[src/rtl/cpu_pkg.sv]
// cpu_pkg: shared CPU types, control encoding and datapath widths.
package cpu_pkg;
    localparam int DATA_W = 32;
    localparam int REG_AW = 5;

    localparam logic [1:0] ALU_OP_ADD   = 2'b00;
    localparam logic [1:0] ALU_OP_SUB   = 2'b01;
    localparam logic [1:0] ALU_OP_RTYPE = 2'b10;

    typedef struct packed {
        logic       reg_write;
        logic       mem_to_reg;
        logic       mem_read;
        logic       mem_write;
        logic       branch;
        logic       alu_src;
        logic       reg_dst;
        logic [1:0] alu_op;
    } ctrl_t;

    localparam ctrl_t CTRL_NOP = '0;
endpackage

[src/rtl/id_ex_pipe_reg_if.sv]
// id_ex_pipe_reg_if: decode-side inputs and execute-side outputs of the ID/EX register.
interface id_ex_pipe_reg_if
    import cpu_pkg::*;
#(
    parameter int DATA_W = cpu_pkg::DATA_W,
    parameter int REG_AW = cpu_pkg::REG_AW
);
    logic              id_valid;
    logic [DATA_W-1:0] id_pc4, id_rs_data, id_rt_data, id_imm;
    logic [REG_AW-1:0] id_rs, id_rt, id_rd, id_shamt;
    logic [5:0]        id_funct;
    ctrl_t             id_ctrl;
    logic              ex_valid;
    logic [DATA_W-1:0] ex_pc4, ex_rs_data, ex_rt_data, ex_imm;
    logic [REG_AW-1:0] ex_rs, ex_rt, ex_rd, ex_shamt;
    logic [5:0]        ex_funct;
    ctrl_t             ex_ctrl;
    logic              load_use_hazard;

    modport master (
        output id_valid, id_pc4, id_rs_data, id_rt_data, id_imm,
               id_rs, id_rt, id_rd, id_shamt, id_funct, id_ctrl,
        input  ex_valid, ex_pc4, ex_rs_data, ex_rt_data, ex_imm,
               ex_rs, ex_rt, ex_rd, ex_shamt, ex_funct, ex_ctrl, load_use_hazard
    );

    modport slave (
        input  id_valid, id_pc4, id_rs_data, id_rt_data, id_imm,
               id_rs, id_rt, id_rd, id_shamt, id_funct, id_ctrl,
        output ex_valid, ex_pc4, ex_rs_data, ex_rt_data, ex_imm,
               ex_rs, ex_rt, ex_rd, ex_shamt, ex_funct, ex_ctrl, load_use_hazard
    );
endinterface

[src/rtl/pipe_field_reg.sv]
// pipe_field_reg: pipeline field register, priority reset > flush > stall > load.
module pipe_field_reg #(
    parameter int W = 1
) (
    input  logic         clk,
    input  logic         rst_n,
    input  logic         stall,
    input  logic         flush,
    input  logic [W-1:0] d,
    output logic [W-1:0] q
);
    logic [W-1:0] r_q;

    always_ff @(posedge clk) begin
        if (!rst_n || flush) r_q <= '0;
        else if (!stall) r_q <= d;
    end

    assign q = r_q;
endmodule

[src/rtl/id_ex_pipe_reg.sv]
// id_ex_pipe_reg: ID/EX pipeline register with stall, flush and load-use detect.
module id_ex_pipe_reg
    import cpu_pkg::*;
#(
    parameter int DATA_W = cpu_pkg::DATA_W,
    parameter int REG_AW = cpu_pkg::REG_AW
) (
    input  logic               clk,
    input  logic               rst_n,
    input  logic               stall,
    input  logic               flush,
    id_ex_pipe_reg_if.slave    bus
);
    localparam int DW = 4 * DATA_W;
    localparam int SW = 4 * REG_AW + 6;
    localparam int CW = $bits(ctrl_t);

    logic [DW-1:0] w_data_q;
    logic [SW-1:0] w_spec_q;
    logic [CW-1:0] w_ctrl_q;
    logic          w_valid_q;
    ctrl_t         w_ctrl_d;

    // An invalid decode slot must never reach EX with live control bits.
    assign w_ctrl_d = bus.id_valid ? bus.id_ctrl : CTRL_NOP;

    pipe_field_reg #(.W(DW)) u_data (
        .clk(clk), .rst_n(rst_n), .stall(stall), .flush(flush),
        .d({bus.id_pc4, bus.id_rs_data, bus.id_rt_data, bus.id_imm}), .q(w_data_q)
    );

    pipe_field_reg #(.W(SW)) u_spec (
        .clk(clk), .rst_n(rst_n), .stall(stall), .flush(flush),
        .d({bus.id_rs, bus.id_rt, bus.id_rd, bus.id_shamt, bus.id_funct}), .q(w_spec_q)
    );

    pipe_field_reg #(.W(CW)) u_ctrl (
        .clk(clk), .rst_n(rst_n), .stall(stall), .flush(flush),
        .d(w_ctrl_d), .q(w_ctrl_q)
    );

    pipe_field_reg #(.W(1)) u_valid (
        .clk(clk), .rst_n(rst_n), .stall(stall), .flush(flush),
        .d(bus.id_valid), .q(w_valid_q)
    );

    assign {bus.ex_pc4, bus.ex_rs_data, bus.ex_rt_data, bus.ex_imm} = w_data_q;
    assign {bus.ex_rs, bus.ex_rt, bus.ex_rd, bus.ex_shamt, bus.ex_funct} = w_spec_q;
    assign bus.ex_ctrl  = ctrl_t'(w_ctrl_q);
    assign bus.ex_valid = w_valid_q;

    assign bus.load_use_hazard = bus.id_valid & w_valid_q & bus.ex_ctrl.mem_read
                               & (bus.ex_rt != '0)
                               & ((bus.ex_rt == bus.id_rs) | (bus.ex_rt == bus.id_rt));
endmodule

[src/flat_wrapper.sv]
// flat-port wrapper written by rule: the top's interface ports become plain ports
module id_ex_pipe_reg_flat import cpu_pkg::*;
#(
    parameter int DATA_W = cpu_pkg::DATA_W,
    parameter int REG_AW = cpu_pkg::REG_AW
)
  (clk, rst_n, stall, flush, bus_id_valid, bus_id_pc4, bus_id_rs_data, bus_id_rt_data, bus_id_imm, bus_id_rs, bus_id_rt, bus_id_rd, bus_id_shamt, bus_id_funct, bus_id_ctrl, bus_ex_valid, bus_ex_pc4, bus_ex_rs_data, bus_ex_rt_data, bus_ex_imm, bus_ex_rs, bus_ex_rt, bus_ex_rd, bus_ex_shamt, bus_ex_funct, bus_ex_ctrl, bus_load_use_hazard);
  id_ex_pipe_reg_if #(.DATA_W(DATA_W), .REG_AW(REG_AW)) bus_i ();
  input  logic clk;
  input  logic rst_n;
  input  logic stall;
  input  logic flush;
  input wire logic [$bits(bus_i.id_valid)-1:0] bus_id_valid;
  input wire logic [$bits(bus_i.id_pc4)-1:0] bus_id_pc4;
  input wire logic [$bits(bus_i.id_rs_data)-1:0] bus_id_rs_data;
  input wire logic [$bits(bus_i.id_rt_data)-1:0] bus_id_rt_data;
  input wire logic [$bits(bus_i.id_imm)-1:0] bus_id_imm;
  input wire logic [$bits(bus_i.id_rs)-1:0] bus_id_rs;
  input wire logic [$bits(bus_i.id_rt)-1:0] bus_id_rt;
  input wire logic [$bits(bus_i.id_rd)-1:0] bus_id_rd;
  input wire logic [$bits(bus_i.id_shamt)-1:0] bus_id_shamt;
  input wire logic [$bits(bus_i.id_funct)-1:0] bus_id_funct;
  input wire logic [$bits(bus_i.id_ctrl)-1:0] bus_id_ctrl;
  output wire logic [$bits(bus_i.ex_valid)-1:0] bus_ex_valid;
  output wire logic [$bits(bus_i.ex_pc4)-1:0] bus_ex_pc4;
  output wire logic [$bits(bus_i.ex_rs_data)-1:0] bus_ex_rs_data;
  output wire logic [$bits(bus_i.ex_rt_data)-1:0] bus_ex_rt_data;
  output wire logic [$bits(bus_i.ex_imm)-1:0] bus_ex_imm;
  output wire logic [$bits(bus_i.ex_rs)-1:0] bus_ex_rs;
  output wire logic [$bits(bus_i.ex_rt)-1:0] bus_ex_rt;
  output wire logic [$bits(bus_i.ex_rd)-1:0] bus_ex_rd;
  output wire logic [$bits(bus_i.ex_shamt)-1:0] bus_ex_shamt;
  output wire logic [$bits(bus_i.ex_funct)-1:0] bus_ex_funct;
  output wire logic [$bits(bus_i.ex_ctrl)-1:0] bus_ex_ctrl;
  output wire logic [$bits(bus_i.load_use_hazard)-1:0] bus_load_use_hazard;
  assign bus_i.id_valid = bus_id_valid;
  assign bus_i.id_pc4 = bus_id_pc4;
  assign bus_i.id_rs_data = bus_id_rs_data;
  assign bus_i.id_rt_data = bus_id_rt_data;
  assign bus_i.id_imm = bus_id_imm;
  assign bus_i.id_rs = bus_id_rs;
  assign bus_i.id_rt = bus_id_rt;
  assign bus_i.id_rd = bus_id_rd;
  assign bus_i.id_shamt = bus_id_shamt;
  assign bus_i.id_funct = bus_id_funct;
  assign bus_i.id_ctrl = bus_id_ctrl;
  assign bus_ex_valid = bus_i.ex_valid;
  assign bus_ex_pc4 = bus_i.ex_pc4;
  assign bus_ex_rs_data = bus_i.ex_rs_data;
  assign bus_ex_rt_data = bus_i.ex_rt_data;
  assign bus_ex_imm = bus_i.ex_imm;
  assign bus_ex_rs = bus_i.ex_rs;
  assign bus_ex_rt = bus_i.ex_rt;
  assign bus_ex_rd = bus_i.ex_rd;
  assign bus_ex_shamt = bus_i.ex_shamt;
  assign bus_ex_funct = bus_i.ex_funct;
  assign bus_ex_ctrl = bus_i.ex_ctrl;
  assign bus_load_use_hazard = bus_i.load_use_hazard;
  id_ex_pipe_reg #(.DATA_W(DATA_W), .REG_AW(REG_AW)) u_core (.clk(clk), .rst_n(rst_n), .stall(stall), .flush(flush), .bus(bus_i));
endmodule
[config.mk]
export PLATFORM = sky130hd
export DESIGN_NAME = id_ex_pipe_reg_flat
export DESIGN_NICKNAME = d
export VERILOG_FILES = /design/src/rtl/cpu_pkg.sv /design/src/rtl/id_ex_pipe_reg_if.sv /design/src/rtl/pipe_field_reg.sv /design/src/rtl/id_ex_pipe_reg.sv /design/src/flat_wrapper.sv
export SDC_FILE = /design/constraint.sdc
export NUM_CORES = 1
export LEC_CHECK = 0
export CORE_MARGIN = 4
export CORE_UTILIZATION = 25
export CTS_BUF_LIST = sky130_fd_sc_hd__clkbuf_8
export DETAILED_ROUTE_END_ITERATION = 8
export GPL_ROUTABILITY_DRIVEN = 0
export GPL_TIMING_DRIVEN = 0
export REMOVE_ABC_BUFFERS = 1
export SLEW_MARGIN = 20
export SYNTH_ARGS = -nofsm -noshare
export SYNTH_HDL_FRONTEND = slang
export SYNTH_SLANG_ARGS = --single-unit
[constraint.sdc]
create_clock -name clk -period 3.65 [get_ports clk]
set_input_delay 0.73 -clock clk [delete_from_list [all_inputs] [get_ports clk]]
set_output_delay 0.73 -clock clk [all_outputs]
set_load 0.02 [all_outputs]
==> impl_results.md <==
* Status: finished, final reports clean
* Filler cell count at 2237
* Filler-free cell count of the finished design at 1192
* Critical-path maximum fanout at 2
* Cell row count at 55
* Depth of the worst hold-timing path at 2
* Max Slew Vio Count at 0
* Fin Clk Skew at 0 ns
* Area fraction of the dominant cell type after synthesis at 56.07%
* CTS clk-pin slew, worst paths at 0.08 ns
* Placeable core region at 22850 um^2
* Mean instance size in the synthesized netlist at 10.69 um^2
* # Post-CTS Setup Buffers at 0
* Total wirelength of the detailed-routed design at 18180 um
* Die footprint at 25940 um^2
* Post-place instance area at 9492 um^2
* Deepest clock path buffer count at 2
* Transition time at the pin with the least slew margin at 0.8212 ns
* Placed wire-length estimate at 13120 um
* Critical R2R Capture: u_core.u_spec.q[16]
* Instance count of the mapped netlist at 548
* Sequential-to-total area share from yosys stat at 56.07%
* Residual overflow from global routing at 0
* Sequential cell area in the final layout at 3283 um^2
* CTS sink count at 164
* # Max-Cap Violations at 0
* Number of enable-type register cells in the synthesized netlist at 0
* Hold crit path type: register to register
* Overall fraction of global-route tracks in use at 13.48%
* Achievable frequency at 310.9 MHz
* Slew HR at 45.14%
* First-pass GRT wire length at 27730 um
* Setup repair after global routing missed its margin: false
* Total via count after detailed routing at 4922
* Kind of launch point of the worst setup path: primary input
* Buffer type at the clock tree root: sky130_fd_sc_hd__clkbuf_8
* Number of clock buffers inserted by TritonCTS at 17
* Cell count after placement at 1160
* Via count of the first global-routing pass at 5033
* Global routing's busiest layer: met2
* Cell count of the worst reg-to-reg path at 2
* Post-layout minimum cycle time at 3.217 ns
* Dominant register cell in the synthesized netlist: sky130_fd_sc_hd__dfxtp_1
* IO Count at 333
* Design Power at 3737 uW
* Number of gates resized after CTS at 0
* Post-route cell area at 9853 um^2
* Share of layout cells above drive strength 1 at 4.096%
* Initial Utilization at 25.63%
* Die span in y at 161.0 um
* Leak at 0.004003 uW
* CTS tree: built
* Number of nets in the layout at 1034
* Antenna diodes at 0
* Post-synthesis instance area at 5856 um^2
* Final standard cell utilization of the core at 43.13%
* Global-route track usage on met1 at 15.59%
* Power density of the placed cells at 379.3 nW/um^2
* Global Route met3 Usage at 6.685%
* Horizontal extent of the die at 161.0 um
* Highest ir drop seen on vdd at 207.9 uV
* Level count of the clock H-tree at 4
* Count of cell types in the netlist at 17
* Largest cells by area after synthesis: sky130_fd_sc_hd__dfxtp_1 (56%), sky130_fd_sc_hd__mux2i_1 (26%), sky130_fd_sc_hd__nor2_1 (11%)
* Crit. End Element: primary output
* Initial antenna violation count at 0
* Slack of the worst reg-to-reg path at 2.91 ns
* Quantity of I/O buffers inserted on ports at 332
* Hold path endpoint: u_core.u_data.q[69]
* Final hold viol count at 0
* Number of synthesized register bits at 164
* WL per Instance at 15.25 um
* Count of yosys warnings during synthesis at 0
* Endpoint required time on the critical path at 2.92 ns
* R2R Path Start: u_core.u_spec.q[16]
* Routed via count divided by cell count at 4.129
* Setup Crit Path Kind: primary input to primary output
* M2 GR Usage at 22.41%
* Cell types with the highest counts after synthesis: sky130_fd_sc_hd__dfxtp_1 (164), sky130_fd_sc_hd__nor2_1 (164), sky130_fd_sc_hd__mux2i_1 (154), sky130_fd_sc_hd__buf_4 (15)
* Clock insertion delay at the later pin of the skew report at 0.44 ns
* Maximum number of pins on one net before global-route repair at 78
* Final period utilization at 88.13%
* # hold bufs at CTS at 0
* CP arrival at 2.49 ns
* Area growth from synthesis to final layout at 68.27%
* Final antenna-violating net count at 0
* Ys async rst share at 0%
* Footprint of the multi-input gates at 2379 um^2
* Yosys top cell by area: sky130_fd_sc_hd__dfxtp_1
* Startpoint of the lowest-slack hold path: u_core.u_data.q[69]
* Final count of negative-setup-slack endpoints at 0
* # DRC at 0
* Router iterations before antenna repair at 5
* Detailed Route Iter0 Violations at 207
worst max-delay path by stage:
stage	start	endpoint	slack (ns)	cells after the start
finish	bus_id_rs[2]	bus_load_use_hazard	0.43	6
global route	bus_id_rt[0]	bus_load_use_hazard	0.34	6
CTS	bus_id_rs[2]	bus_load_use_hazard	0.40	6
detailed placement	bus_id_rs[2]	bus_load_use_hazard	0.41	6
global placement	stall	u_core.u_ctrl.q[8]	-7.84	4
floorplan	flush	u_core.u_ctrl.q[0]	-0.31	2
metrics by stage:
step	TNS [ns]	hold WS (ns)	worst slack, ns
after floorplan	-50.76	0.5901	-0.3095
after global placement	-945.65	0.4716	-7.842
after detailed placement	0	0.4830	0.4064
after CTS	0	0.5058	0.3985
after global routing	0	0.5360	0.3417
final	0	0.4972	0.4334
cells by family (layout without fill, tap and decap cells):
group | Yosys count | after routing | share of synthesized area, %
buf+inv | 37 | 368 | 3.440
mux | 154 | 154 | 26.32
simple gates | 171 | 171 | 11.20
compound gates | 12 | 12 | 1.474
xor+xnor | 10 | 10 | 1.496
flops | 164 | 164 | 56.07
final cells by class:
| type | instances | share of cell area (%) |
|---|---|---|
| Clock buffer | 17 | 2.375 |
| Clock inverter | 15 | 1.295 |
| Multi-Input combinational cell | 347 | 24.14 |
| Sequential cell | 164 | 33.32 |
| Tap cell | 313 | 3.975 |
| Timing Repair Buffer | 336 | 34.90 |
worst max-delay path, cell delays in order:
cell                              delay, ns
sky130_fd_sc_hd__clkdlybuf4s50_1       0.44
sky130_fd_sc_hd__xor2_1                0.17
sky130_fd_sc_hd__nor3_1                0.22
sky130_fd_sc_hd__nand3_1               0.09
sky130_fd_sc_hd__a21oi_1               0.17
sky130_fd_sc_hd__clkdlybuf4s50_1       0.65
power breakdown:
part | switching [uW] | internal, uW
Sequential | 31.2 | 1850
Combinational | 250 | 353
Clock | 761 | 495
sequential cells by signal, summed over array words and instances, names as in the netlist:
register,cells
u_core.u_spec.q,26
u_core.u_valid.q,1
u_core.u_data.q,128
u_core.u_ctrl.q,9
routing by layer:
metal	part of all wire (%)	vias up	wire length, um
met5	0	-	0
met1	42	2253	7569
met4	1.0	0	187
li1	-	2461	-
met3	9.9	10	1792
met2	47	198	8625
placed cells by master (no fill, tap or decap), drive strengths merged:
cell and n:
clkbuf 17, nor3 2, buf 5, nor2b 1, a22oi 9, xnor2 4
nand2b 1, clkdlybuf4s50 331, nor2 164, nand3 2, dfxtp 164, a21oi 2
o2111ai 1, mux2i 154, or4 1, inv 9, clkinv 6, xor2 6
No activity file was read; power rests on OpenSTA's default activity.
